`src/rtl/comparator_operand_loader.sv`:
```
// Serial operand loader and result capture stage for comparator_3bit.
// Shifts A then B in MSB first, presents them to the comparator, samples its
// outputs for one cycle, and holds the registered result until acknowledged.
module comparator_operand_loader #(
  parameter int WIDTH = 3
) (
  input  logic             clk,
  input  logic             rst,
  input  logic             ser_in,
  input  logic             ser_valid,
  output logic             ser_ready,
  output logic [WIDTH-1:0] A,
  output logic [WIDTH-1:0] B,
  input  logic             equal,
  input  logic             A_greater,
  input  logic             B_greater,
  output logic             res_valid,
  input  logic             res_ready,
  output logic             res_equal,
  output logic             res_A_greater,
  output logic             res_B_greater,
  output logic             res_err
);

  localparam int CW = (WIDTH > 1) ? $clog2(WIDTH) : 1;
  localparam logic [CW-1:0] LAST = CW'(WIDTH - 1);

  typedef enum logic [1:0] {
    LOAD_A = 2'd0,
    LOAD_B = 2'd1,
    SAMPLE = 2'd2,
    HOLD   = 2'd3
  } state_t;

  state_t        state, state_nxt;
  logic [CW-1:0] cnt;
  logic          take;
  logic          last_bit;
  logic [1:0]    hot_sum;

  // State register
  always_ff @(posedge clk) begin
    if (rst) state <= LOAD_A;
    else     state <= state_nxt;
  end

  // Next-state decode and handshake outputs
  always_comb begin
    state_nxt = state;
    ser_ready = 1'b0;
    res_valid = 1'b0;
    take      = 1'b0;
    last_bit  = 1'b0;
    case (state)
      LOAD_A: begin
        ser_ready = 1'b1;
        take      = ser_valid;
        last_bit  = take && (cnt == LAST);
        if (last_bit) state_nxt = LOAD_B;
      end
      LOAD_B: begin
        ser_ready = 1'b1;
        take      = ser_valid;
        last_bit  = take && (cnt == LAST);
        if (last_bit) state_nxt = SAMPLE;
      end
      SAMPLE: state_nxt = HOLD;
      HOLD: begin
        res_valid = 1'b1;
        if (res_ready) state_nxt = LOAD_A;
      end
      default: state_nxt = LOAD_A;
    endcase
  end

  // Number of asserted comparator outputs; exactly one is the healthy case
  always_comb begin
    hot_sum = {1'b0, equal} + {1'b0, A_greater} + {1'b0, B_greater};
  end

  // Bit counter, operand shift registers and result capture
  always_ff @(posedge clk) begin
    if (rst) begin
      cnt           <= '0;
      A             <= '0;
      B             <= '0;
      res_equal     <= 1'b0;
      res_A_greater <= 1'b0;
      res_B_greater <= 1'b0;
      res_err       <= 1'b0;
    end else begin
      if (take) begin
        cnt <= last_bit ? '0 : cnt + CW'(1);
        if (state == LOAD_A) A <= {A[WIDTH-2:0], ser_in};
        else                 B <= {B[WIDTH-2:0], ser_in};
      end
      if (state == SAMPLE) begin
        res_equal     <= equal;
        res_A_greater <= A_greater;
        res_B_greater <= B_greater;
        res_err       <= (hot_sum != 2'd1);
      end
    end
  end

endmodule

```
`config.mk`:
```
export PLATFORM = sky130hd
export DESIGN_NAME = comparator_operand_loader
export DESIGN_NICKNAME = d
export VERILOG_FILES = /design/src/rtl/comparator_operand_loader.sv
export SDC_FILE = /design/constraint.sdc
export NUM_CORES = 1
export LEC_CHECK = 0
export ABC_AREA = 1
export BUFFER_PORTS_ARGS = -buffer_cell sky130_fd_sc_hd__buf_2
export CORE_MARGIN = 4
export CORE_UTILIZATION = 35
export DETAILED_ROUTE_END_ITERATION = 7
export PLACE_DENSITY_LB_ADDON = 0.2
export SYNTH_ARGS = -nofsm -noshare
export SYNTH_HDL_FRONTEND = slang
export SYNTH_SLANG_ARGS = --single-unit
```
`constraint.sdc`:
```
create_clock -name clk -period 1.51 [get_ports clk]
set_input_delay 0.0755 -clock clk [delete_from_list [all_inputs] [get_ports clk]]
set_output_delay 0.0755 -clock clk [all_outputs]
set_load 0.005 [all_outputs]
```
# [Yosys cells after proc, flatten, opt, wreduce, memory -nomap -nowiden]
# Cells that the tools add are included.
[op_classes] n_addsub=3 multipliers=0 div_mod_pow=0 order_cmp=0 eq_ne=8 shift=0 n_mux=9 bitwise_logic=1 n_reduce_logical=6
[ops] operator="$mux W2" n=4
[ops] operator="$pmux W2 S4" n=1
[ops] operator="$eq A2 B2 Y1 const B" n=3
[ops] operator="$ne A2 B2 Y1 const B" n=3
[ops] operator="$mux W1" n=4
[ops] operator="$reduce_and A2 Y1" n=2
[ops] operator="$reduce_and A3 Y1" n=1
[ops] operator="$add A1 B1 Y2" n=1
[ops] operator="$add A2 B1 Y2" n=1
[ops] operator="$add A2 B1 Y2 const B" n=1
[ops] operator="$eq A2 B1 Y1 const B" n=1
[ops] operator="$logic_not A2 Y1" n=1
[ops] operator="$ne A2 B1 Y1 const B" n=1
[ops] operator="$reduce_or A2 Y1" n=1
[ops] operator="$logic_and A1 B1 Y1" n=1
[ops] operator="$not A1 Y1" n=1
[totals] reg_bits=14 latchBits=0 ram_bits=0 mem_bits_ro=0 inputBits=8 n_memories=0

# [Logic depth before layout (Yosys ltp)]
# Gate-level depths: netlist (run 1).
[depth] ltp_word=4 depth_mapped=9 ltp_nobuf=8

# [Worst setup path after synthesis (run 1)]
# No wires, ideal clock.
[synth_timing] path_kind="register to register" startpoint="register state[0]" endpoint="register B[1]" setup_ns=0.070 arrival_time_ns=1.122 required_ns=1.440 slack_ns=0.319 path_stages_with_launch=9 period_less_slack_ns=1.191 cell_sequence="dfxtp_1 -> inv_1 -> ha_1 -> buf_6 -> inv_2 -> nand3_2 -> inv_1 -> nand2_1 -> a21oi_1"
[synth_between] elab_chain_cells=4 elab_cells_between_ends=6 classes_between="eq/ne: 1; mux: 1; bitwise: 1; reduce/logical: 3"
[synth_lines] element="from (decl)" line="35" source="state_t state, state_nxt;"
[synth_lines] element="from (signal assigned)" line="44" source="else state <= state_nxt;"
[synth_lines] element="$eq A2 B1 Y1 / $logic_not A2 Y1 (equally long branches)" line="54, 94"
[synth_lines] element="$reduce_or A2 Y1 (no source line)"
[synth_lines] element="$mux W1" line="54" source="case (state)"
[synth_lines] element="$reduce_and A2 Y1 (no source line) *"
[synth_lines] element="to (signal assigned)" line="95" source="else B <= {B[WIDTH-2:0], ser_in};"
[synth_lines] element="to (decl)" line="13" source="output logic [WIDTH-1:0] B,"
# Mark *: on every way between the ends. The rest lies on a longest branch, timed or not.
# A chain may end at the register's enable or synchronous reset.

# [Worst setup path after layout (run 1)]
[layout_timing] startpoint="register state[0]" endpoint="output port ser_ready"
[layout_between] elab_chain_cells=3 elab_cells_between_ends=4 classes_between="eq/ne: 1; mux: 1; reduce/logical: 2"
[layout_lines] element="$eq A2 B1 Y1 / $logic_not A2 Y1 (equally long branches)" line="54"
[layout_lines] element="$reduce_or A2 Y1 (no source line) *"
[layout_lines] element="$mux W1 *" line="54"
[layout_lines] element="to (decl)" line="11" source="output logic ser_ready,"
# Marked as above.

==> results.sh, run 1 <==
export IMPL_core_um2=1960
export IMPL_register_area_um2=280
export IMPL_swShare_pct=37.8
export IMPL_cts_root_buf="clkbuf_4"
export IMPL_setup_worst_path_class="flop to output port"
export IMPL_numCtsBuffers=3
export IMPL_whs_endpoint="B[0]"
export IMPL_cts_sinks=14
export IMPL_dieHeight_um=53.7
export IMPL_die_width_um=53.7
export IMPL_synth_cell_types=18
export IMPL_min_from="ser_in"
export IMPL_seqPwrFrac_pct=37.7
export IMPL_drt_pass1_iterations=4
export IMPL_critPathLaunchType="flop"
export IMPL_dp_hpwl_um=1040
export IMPL_switching_power_uw=534
export IMPL_vdd_ir_drop_max_mv=0.790
export IMPL_crit_slowest_cell="dfxtp_1"
export IMPL_status="finished clean"
export IMPL_yosys_area_top_type="dfxtp_1"
export IMPL_p_clk_share_pct=19.1
export IMPL_worstPathRequired_ns=1.43
export IMPL_overflow=0
export IMPL_fmaxAchievable_mhz=731
export IMPL_min_path_cells=3
export IMPL_num_vias=623
export IMPL_fin_crit_sh_pct=90.6
export IMPL_clock_skew_final_ns=0.000811
export IMPL_power_leakage_uw=0.000466
export IMPL_gp_congestion=0.776
export IMPL_slew_headroom_pct=78.7
export IMPL_crit_start="state[0]"
export IMPL_insertion_delay_ns=0.27
export IMPL_syn_avg_cell_area_um2=7.44
export IMPL_ctsHtreeMaxLevel=1
export IMPL_final_cell_mix="inv_1 (19), buf_2 (19), nand2_1 (18)"
export IMPL_critPathMaxFanout=8
export IMPL_max_stage_delay_ns=0.39
export IMPL_yosysWarnings=0
export IMPL_intPower_uw=878
export IMPL_power_density_nw_per_um2=1600
export IMPL_ios=20
export IMPL_path_buf_inv=3
export IMPL_fillers=218
export IMPL_synth_nets=112
export IMPL_worst_ep_arrival_time_ns=1.29
export IMPL_clockBufferDepth=2
export IMPL_grt_pass1_wl_um=2340
export IMPL_maxSlewViolCount=0
export IMPL_yosysSeqAreaShare_pct=38.4
export IMPL_hold_viol=0
export IMPL_finalSetupTns_ns=0
export IMPL_grt_total_usage_pct=11.3
export IMPL_reg2reg_from="state[0]"
export IMPL_min_period_ns=1.37
export IMPL_cts_tree="built"
export IMPL_drtIter0Drc=10
export IMPL_n_antenna_cell=0
export IMPL_worst_slew_pin_slew_ns=0.319
export IMPL_rows=16
export IMPL_grt_max_degree=12
export IMPL_hold_worst_slack_ns=0.0494
export IMPL_initial_core_util_pct=37.2
export IMPL_end_kind="output port"
export IMPL_final_nets=134
export IMPL_yosys_register_bits=14
export IMPL_drc=0
export IMPL_combPwrFrac_pct=43.1
export IMPL_grt_antenna_before_repair=0
export IMPL_max_cap_violations=0
export IMPL_yosys_top_cells_area="dfxtp_1 (38%), inv_1 (9.8%), nand2_1 (9.3%), ha_1 (8.6%), nor2_1 (5.7%)"
export IMPL_setup_viol=0
export IMPL_final_antenna_net_count=0
export IMPL_r2r_cells=7
export IMPL_viasPerCell=4.27
export IMPL_drive_gt1_share_pct=26.1
export IMPL_min_path_type="primary input to flop"
export IMPL_syn_area_um2=729
export IMPL_netlist_instances=98
export IMPL_cts_setup_buffers=0
export IMPL_wl_per_cell_um=9.17
export IMPL_routed_wl_um=1340
export IMPL_r2r_end="B[0]"
export IMPL_syn2layout_area_growth_pct=20.6
export IMPL_numPortBuffers=19
export IMPL_yosys_area_top_type_share_pct=38.4
export IMPL_die_area_um2=2880
export IMPL_grt_pass1_vias=578
export IMPL_critical_path_cell_chain="inv_1 -> ha_2 -> inv_2 -> nand2_4 -> buf_2"
export IMPL_multiInputGateArea_um2=345
export IMPL_clk_pin_slew_ns=0.09
export IMPL_critical_path_top_delay_family="flip-flops"
export IMPL_reg2reg_slack_ns=0.24
export IMPL_rsz0062_at_grt="false"
-- metrics by stage --
step	utilization [%]	instances	instance area [um^2]	total power (uW)	setup WS, ns
after floorplan	-	98	729	1000	0.319
after global placement	42.3	141	831	1130	0.225
after detailed placement	42.3	141	831	1150	0.164
after CTS	44.7	146	877	1430	0.0285
after global routing	44.8	146	880	1570	0.0406
final	44.8	146	880	1410	0.142
-- cells by family (layout without fill, tap and decap cells) --
| logic type | after synthesis | in the layout | synth area share, % |
|---|---|---|---|
| AND/OR/NAND/NOR | 38 | 38 | 24.0 |
| flip-flops | 14 | 14 | 38.4 |
| adder cells (fa/ha/maj) | 6 | 6 | 11.3 |
| buffers and inverters | 24 | 45 | 14.6 |
| AO/OA/AOI/OAI | 16 | 16 | 11.7 |
-- layout make-up --
cell class / instances / area share, %
multi-input cells: 60 / 39.3
flip-flops and latches: 14 / 31.9
repair buffers: 20 / 11.9
inverters: 21 / 8.96
clock buffers: 4 / 4.13
well taps: 27 / 3.84
-- worst register-to-register path, delay by kind of cell (launching register included) --
family                   cells  cell delay (ns)
AO/OA/AOI/OAI                1             0.11
flip-flops                   1             0.39
buffers and inverters        3             0.30
AND/OR/NAND/NOR              2             0.16
adder cells (fa/ha/maj)      1             0.25
-- registers in the layout, indices dropped and copies added (netlist names) --
register,count
A,3
res_err,1
B,3
state,2
res_B_greater,1
res_A_greater,1
res_equal,1
cnt,2
-- how the worst max path moves through the flow --
stage / end / slack (ns) / cells after the start
CTS: ser_ready / 0.03 / 5
finish: ser_ready / 0.14 / 5
detailed placement: B[0] / 0.16 / 7
global route: ser_ready / 0.04 / 5
floorplan: B[1] / 0.32 / 8
global placement: B[0] / 0.22 / 7
-- routing by layer --
metal / track usage [%] / up-vias / share of wire [%]
met5: 0 / - / 0
met4: 6.38 / 0 / 0.60
met3: 3.32 / 2 / 5.6
met2: 16.9 / 15 / 42
met1: 14.3 / 265 / 52
li1: - / 341 / -
-- power by group through the flow --
stage / clock network, uW / registers [uW] / logic, uW
after floorplan: 0 / 545 / 460
after detailed placement: 0 / 543 / 606
after CTS: 282 / 534 / 613
final: 270 / 533 / 609
after global routing: 306 / 546 / 714
after global placement: 0 / 537 / 598
-- timing repair --
item                                    in CTS  in global routing
endpoints found under the setup margin       0                  4
resized for setup                            0                  1
hold buffers                                 1                  0
endpoints found under the hold margin        3                  0
-- cell usage after synthesis (all sizes together) --
| master | number |
|---|---|
| buf | 3 |
| nand2 | 19 |
| o21ai | 7 |
| nand3 | 4 |
| nand4 | 3 |
| dfxtp | 14 |
| nor2 | 12 |
| inv | 21 |
| ha | 5 |
| a31oi | 1 |
| fa | 1 |
| a21oi | 8 |
Note: power is estimated with default switching activity, not from simulation.
==> run 2: changes to the inputs <==
CAP_MARGIN = 40   (was unset)
CORE_UTILIZATION = 49   (was 35)
CTS_CLUSTER_DIAMETER = 200   (was unset)
==> run 2 against run 1 <==
Against the previous run:
- combinational power is 1% lower
- hold slack better by 0.0090 ns
- sequential power hardly changed
- critical path depth stayed put
- maximum frequency is 0.66% higher
- cell area is 1.7% lower
- first-iteration DRC count is 60% lower
==> results.sh, run 2 (synthesized netlist as in run 1, its figures left out) <==
export IMPL_clockBufferDepth=2
export IMPL_ctsHtreeMaxLevel=1
export IMPL_critPathMaxFanout=8
export IMPL_hold_viol=0
export IMPL_path_buf_inv=3
export IMPL_grt_pass1_vias=557
export IMPL_fin_cells=134
export IMPL_grt_max_degree=12
export IMPL_cts_tree="built"
export IMPL_critPathLaunchType="flop"
export IMPL_hold_worst_slack_ns=0.0584
export IMPL_placedCellCount=129
export IMPL_finalSetupTns_ns=0
export IMPL_setup_worst_path_class="flop to output port"
export IMPL_die_width_um=46.6
export IMPL_clock_skew_final_ns=0.00809
export IMPL_cts_sinks=14
export IMPL_die_area_um2=2170
export IMPL_drive_gt1_share_pct=26.1
export IMPL_core_um2=1350
export IMPL_maxSlewViolCount=0
export IMPL_slew_headroom_pct=79.9
export IMPL_met1_usage_pct=16.2
export IMPL_reg_top3="A (3), B (3)"
export IMPL_cts_root_buf="clkbuf_4"
export IMPL_grt_total_usage_pct=14.6
export IMPL_max_stage_delay_ns=0.39
export IMPL_routed_wl_um=1310
export IMPL_cts_setup_buffers=0
export IMPL_reg2reg_slack_ns=0.24
export IMPL_worst_ep_arrival_time_ns=1.28
export IMPL_num_vias=634
export IMPL_gr_usage_met3_pct=7.03
export IMPL_wl_per_cell_um=9.75
export IMPL_final_nets=134
export IMPL_gp_congestion=0.710
export IMPL_min_path_type="primary input to flop"
export IMPL_critical_path_cell_chain="inv_1 -> ha_2 -> inv_2 -> nand2_4 -> buf_2"
export IMPL_final_cell_mix="inv_1 (19), buf_2 (19), nand2_1 (18)"
export IMPL_worst_slew_pin_slew_ns=0.301
export IMPL_fillers=124
export IMPL_ios=20
export IMPL_vdd_ir_drop_max_mv=0.904
export IMPL_status="finished clean"
export IMPL_fmaxAchievable_mhz=736
export IMPL_min_period_ns=1.36
export IMPL_rows=13
export IMPL_numPortBuffers=19
export IMPL_use_met2_pct=23.1
export IMPL_n_antenna_cell=0
export IMPL_dp_hpwl_um=1020
export IMPL_drt_pass1_iterations=2
export IMPL_max_cap_violations=0
export IMPL_setup_viol=0
export IMPL_initial_core_util_pct=54.0
export IMPL_viasPerCell=4.73
export IMPL_end_kind="output port"
export IMPL_crit_slowest_cell="dfxtp_1"
export IMPL_critical_path_top_delay_family="flip-flops"
export IMPL_power_leakage_uw=0.000466
export IMPL_worstPathRequired_ns=1.43
export IMPL_syn2layout_area_growth_pct=18.5
export IMPL_power_density_nw_per_um2=1630
export IMPL_drc=0
export IMPL_insertion_delay_ns=0.28
export IMPL_final_antenna_net_count=0
export IMPL_clk_pin_slew_ns=0.08
export IMPL_fin_crit_sh_pct=90.0
export IMPL_dieHeight_um=46.6
export IMPL_grt_pass1_wl_um=2160
export IMPL_numCtsBuffers=3
export IMPL_drtIter0Drc=4
export IMPL_grt_antenna_before_repair=0
export IMPL_overflow=0
export IMPL_rsz0062_at_grt="false"
export IMPL_busiest_layer="met2"
run 2: cell counts in the layout (fill, tap and decap cells not counted):
Identical to the previous run, type by type.
run 2: timing repair:
action,4_1_cts,5_1_grt
endpoints found under the hold margin,3,0
setup endpoints to repair,0,2
gates resized for setup,0,1
hold buffers,1,0
run 2: cell type report:
type / count / area [um^2] / area share [%]
Inverter: 21 / 78.8 / 9.12
Tap cell: 15 / 18.8 / 2.17
Timing Repair Buffer: 20 / 105 / 12.2
Multi-Input combinational cell: 60 / 345 / 39.9
Clock buffer: 4 / 36.3 / 4.20
Sequential cell: 14 / 280 / 32.4
run 2: per-layer routing:
layer  share of wire [%]  vias to the layer above
met5                   0                        -
met4                0.77                        0
met3                 7.4                        2
met2                  48                       17
met1                  44                      270
li1                    -                      345
run 2: worst min-delay path, stage by stage:
cell and delay, ns:
buf_2 0.11, nand2_1 0.06, a21oi_1 0.05
run 2: worst paths after layout:
| path | start | to | depth (start not counted) |
|---|---|---|---|
| min reg2reg | B[1] | B[2] | 2 |
| max reg2reg | state[0] | B[1] | 7 |
| min | ser_in | B[0] | 3 |
| max | state[0] | ser_ready | 5 |
run 2: metrics by stage:
| stage | setup WS, ns | utilization (%) | cell area [um^2] | power, uW |
|---|---|---|---|---|
| after floorplan | 0.319 | - | 729 | 1000 |
| after global placement | 0.206 | 60.4 | 816 | 1130 |
| after detailed placement | 0.154 | 60.4 | 816 | 1140 |
| after CTS | 0.0485 | 63.9 | 862 | 1420 |
| after global routing | 0.0388 | 64.0 | 865 | 1550 |
| final | 0.151 | 64.0 | 865 | 1410 |
run 2: power breakdown:
| group | total [uW] | internal (uW) | switching (uW) |
|---|---|---|---|
| combinational | 601 | 253 | 348 |
| clock | 272 | 147 | 126 |
| sequential | 535 | 476 | 59.6 |
| total | 1410 | 875 | 533 |
==> run 3: changes to the inputs <==
CORE_MARGIN = 1.5   (was 4)
==> run 3 against run 2 <==
Against the previous run:
- cell area stayed put
- via count up 4.7%
- sequential share of layout area unchanged
- die area fell by 20%
- global-route usage rose by 1.0 points
- flip-flop and latch count stayed put
- register-to-register slack about the same
- critical path type unchanged
==> results.sh, run 3 (synthesized netlist as in run 1, its figures left out) <==
export IMPL_status="finished clean"
export IMPL_grt_pass1_wl_um=2040
export IMPL_rows=13
export IMPL_cts_root_buf="clkbuf_4"
export IMPL_max_cap_violations=0
export IMPL_viasPerCell=4.96
export IMPL_critPathMaxFanout=8
export IMPL_maxSlewViolCount=0
export IMPL_clockBufferDepth=2
export IMPL_drt_pass1_iterations=4
export IMPL_cts_tree="built"
export IMPL_numPortBuffers=19
export IMPL_die_width_um=41.6
export IMPL_fin_ws_ns=0.154
export IMPL_crit_slowest_cell="dfxtp_1"
export IMPL_min_period_ns=1.36
export IMPL_overflow=0
export IMPL_min_path_cells=3
export IMPL_design_area_um2=865
export IMPL_slew_headroom_pct=78.4
export IMPL_finalSetupTns_ns=0
export IMPL_final_cell_mix="inv_1 (19), buf_2 (19), nand2_1 (18)"
export IMPL_wl_per_cell_um=9.57
export IMPL_core_um2=1350
export IMPL_drc=0
export IMPL_min_path_type="primary input to flop"
export IMPL_setup_viol=0
export IMPL_min_from="ser_in"
export IMPL_whs_endpoint="B[0]"
export IMPL_routed_wl_um=1280
export IMPL_reg2reg_from="state[0]"
export IMPL_fmaxAchievable_mhz=738
export IMPL_vdd_ir_drop_max_mv=1.11
export IMPL_power_leakage_uw=0.000466
export IMPL_grt_max_degree=12
export IMPL_ctsHtreeMaxLevel=1
export IMPL_place_ws_ns=0.174
export IMPL_drtIter0Drc=8
export IMPL_worst_ep_arrival_time_ns=1.28
export IMPL_dieHeight_um=41.6
export IMPL_r2r_cells=7
export IMPL_ios=20
export IMPL_n_antenna_cell=0
export IMPL_power_density_nw_per_um2=1630
export IMPL_insertion_delay_ns=0.28
export IMPL_worst_slew_pin_slew_ns=0.324
export IMPL_critPathLaunchType="flop"
export IMPL_postPlaceCellArea_um2=816
export IMPL_final_nets=134
export IMPL_num_vias=664
export IMPL_initial_core_util_pct=54.0
export IMPL_cts_setup_buffers=0
export IMPL_worstPathRequired_ns=1.43
export IMPL_clk_pin_slew_ns=0.09
export IMPL_grt_total_usage_pct=15.6
export IMPL_rsz0062_at_grt="false"
export IMPL_setup_worst_path_class="flop to output port"
export IMPL_clock_skew_final_ns=0.00184
export IMPL_final_antenna_net_count=0
export IMPL_hold_viol=0
export IMPL_gp_congestion=0.752
export IMPL_reg2reg_slack_ns=0.24
export IMPL_critical_path_cell_chain="inv_1 -> ha_2 -> inv_2 -> nand2_4 -> buf_2"
export IMPL_fin_crit_sh_pct=89.8
export IMPL_reg_top3="A (3), B (3)"
export IMPL_numCtsBuffers=3
export IMPL_end_kind="output port"
export IMPL_grt_pass1_vias=536
export IMPL_die_area_um2=1730
export IMPL_cts_sinks=14
export IMPL_dp_hpwl_um=967
export IMPL_grt_antenna_before_repair=0
export IMPL_drive_gt1_share_pct=26.1
export IMPL_syn2layout_area_growth_pct=18.5
export IMPL_r2r_end="B[0]"
export IMPL_fillers=127
export IMPL_max_stage_delay_ns=0.39
==> run 3: cell counts in the layout (fill, tap and decap cells not counted) <==
No cell type changed its count.
==> run 3: worst max path at each step <==
stage | startpoint | end | slack (ns) | cells past startpoint
3_3_place_gp | state[0] | B[0] | 0.22 | 7
5_1_grt | state[0] | ser_ready | 0.07 | 5
4_1_cts | state[0] | ser_ready | 0.05 | 5
3_5_place_dp | state[0] | B[0] | 0.17 | 7
2_1_floorplan | state[0] | B[1] | 0.32 | 8
6_report | state[0] | ser_ready | 0.15 | 5
==> run 3: worst max-delay path: cells and delay by family (launching register included) <==
family	cells	cell delay, ns
adders and majority gates	1	0.24
buffers and inverters	3	0.30
DFF	1	0.39
and+or+nand+nor	1	0.06
==> run 3: final cells by class <==
class                      count  area (um^2)  area share, %
multi-input combinational     60          345           39.9
sequential                    14          280           32.4
timing repair buffer          20          105           12.2
inverter                      21         78.8           9.12
clock buffer                   4         36.3           4.20
tap                           15         18.8           2.17
==> run 3: where the power goes <==
group	internal, uW	switching [uW]	total [uW]
Sequential	475	56.6	532
Clock	147	124	271
Combinational	255	352	607
Total	877	533	1410
==> run 3: routing by layer <==
metal,up-vias,track usage (%),routed length (um)
met1,294,16.5,566
met4,0,3.87,10
met5,-,0,0
met2,26,27.2,613
met3,2,7.83,93
li1,342,-,-
==> run 3: repair_timing <==
action / in CTS / in global routing
gates resized for setup: 0 / 1
hold buffers: 1 / 0
endpoints found under the setup margin: 0 / 1
endpoints found under the hold margin: 3 / 0
==> run 3: per-stage QoR <==
stage                     instances  utilization (%)  power (uW)  hold slack (ns)
after floorplan                  98                -        1000            0.145
after global placement          129             60.4        1130            0.280
after detailed placement        129             60.4        1140            0.283
after CTS                       134             63.9        1420           0.0463
after global routing            134             64.0        1550           0.0440
final                           134             64.0        1410           0.0605
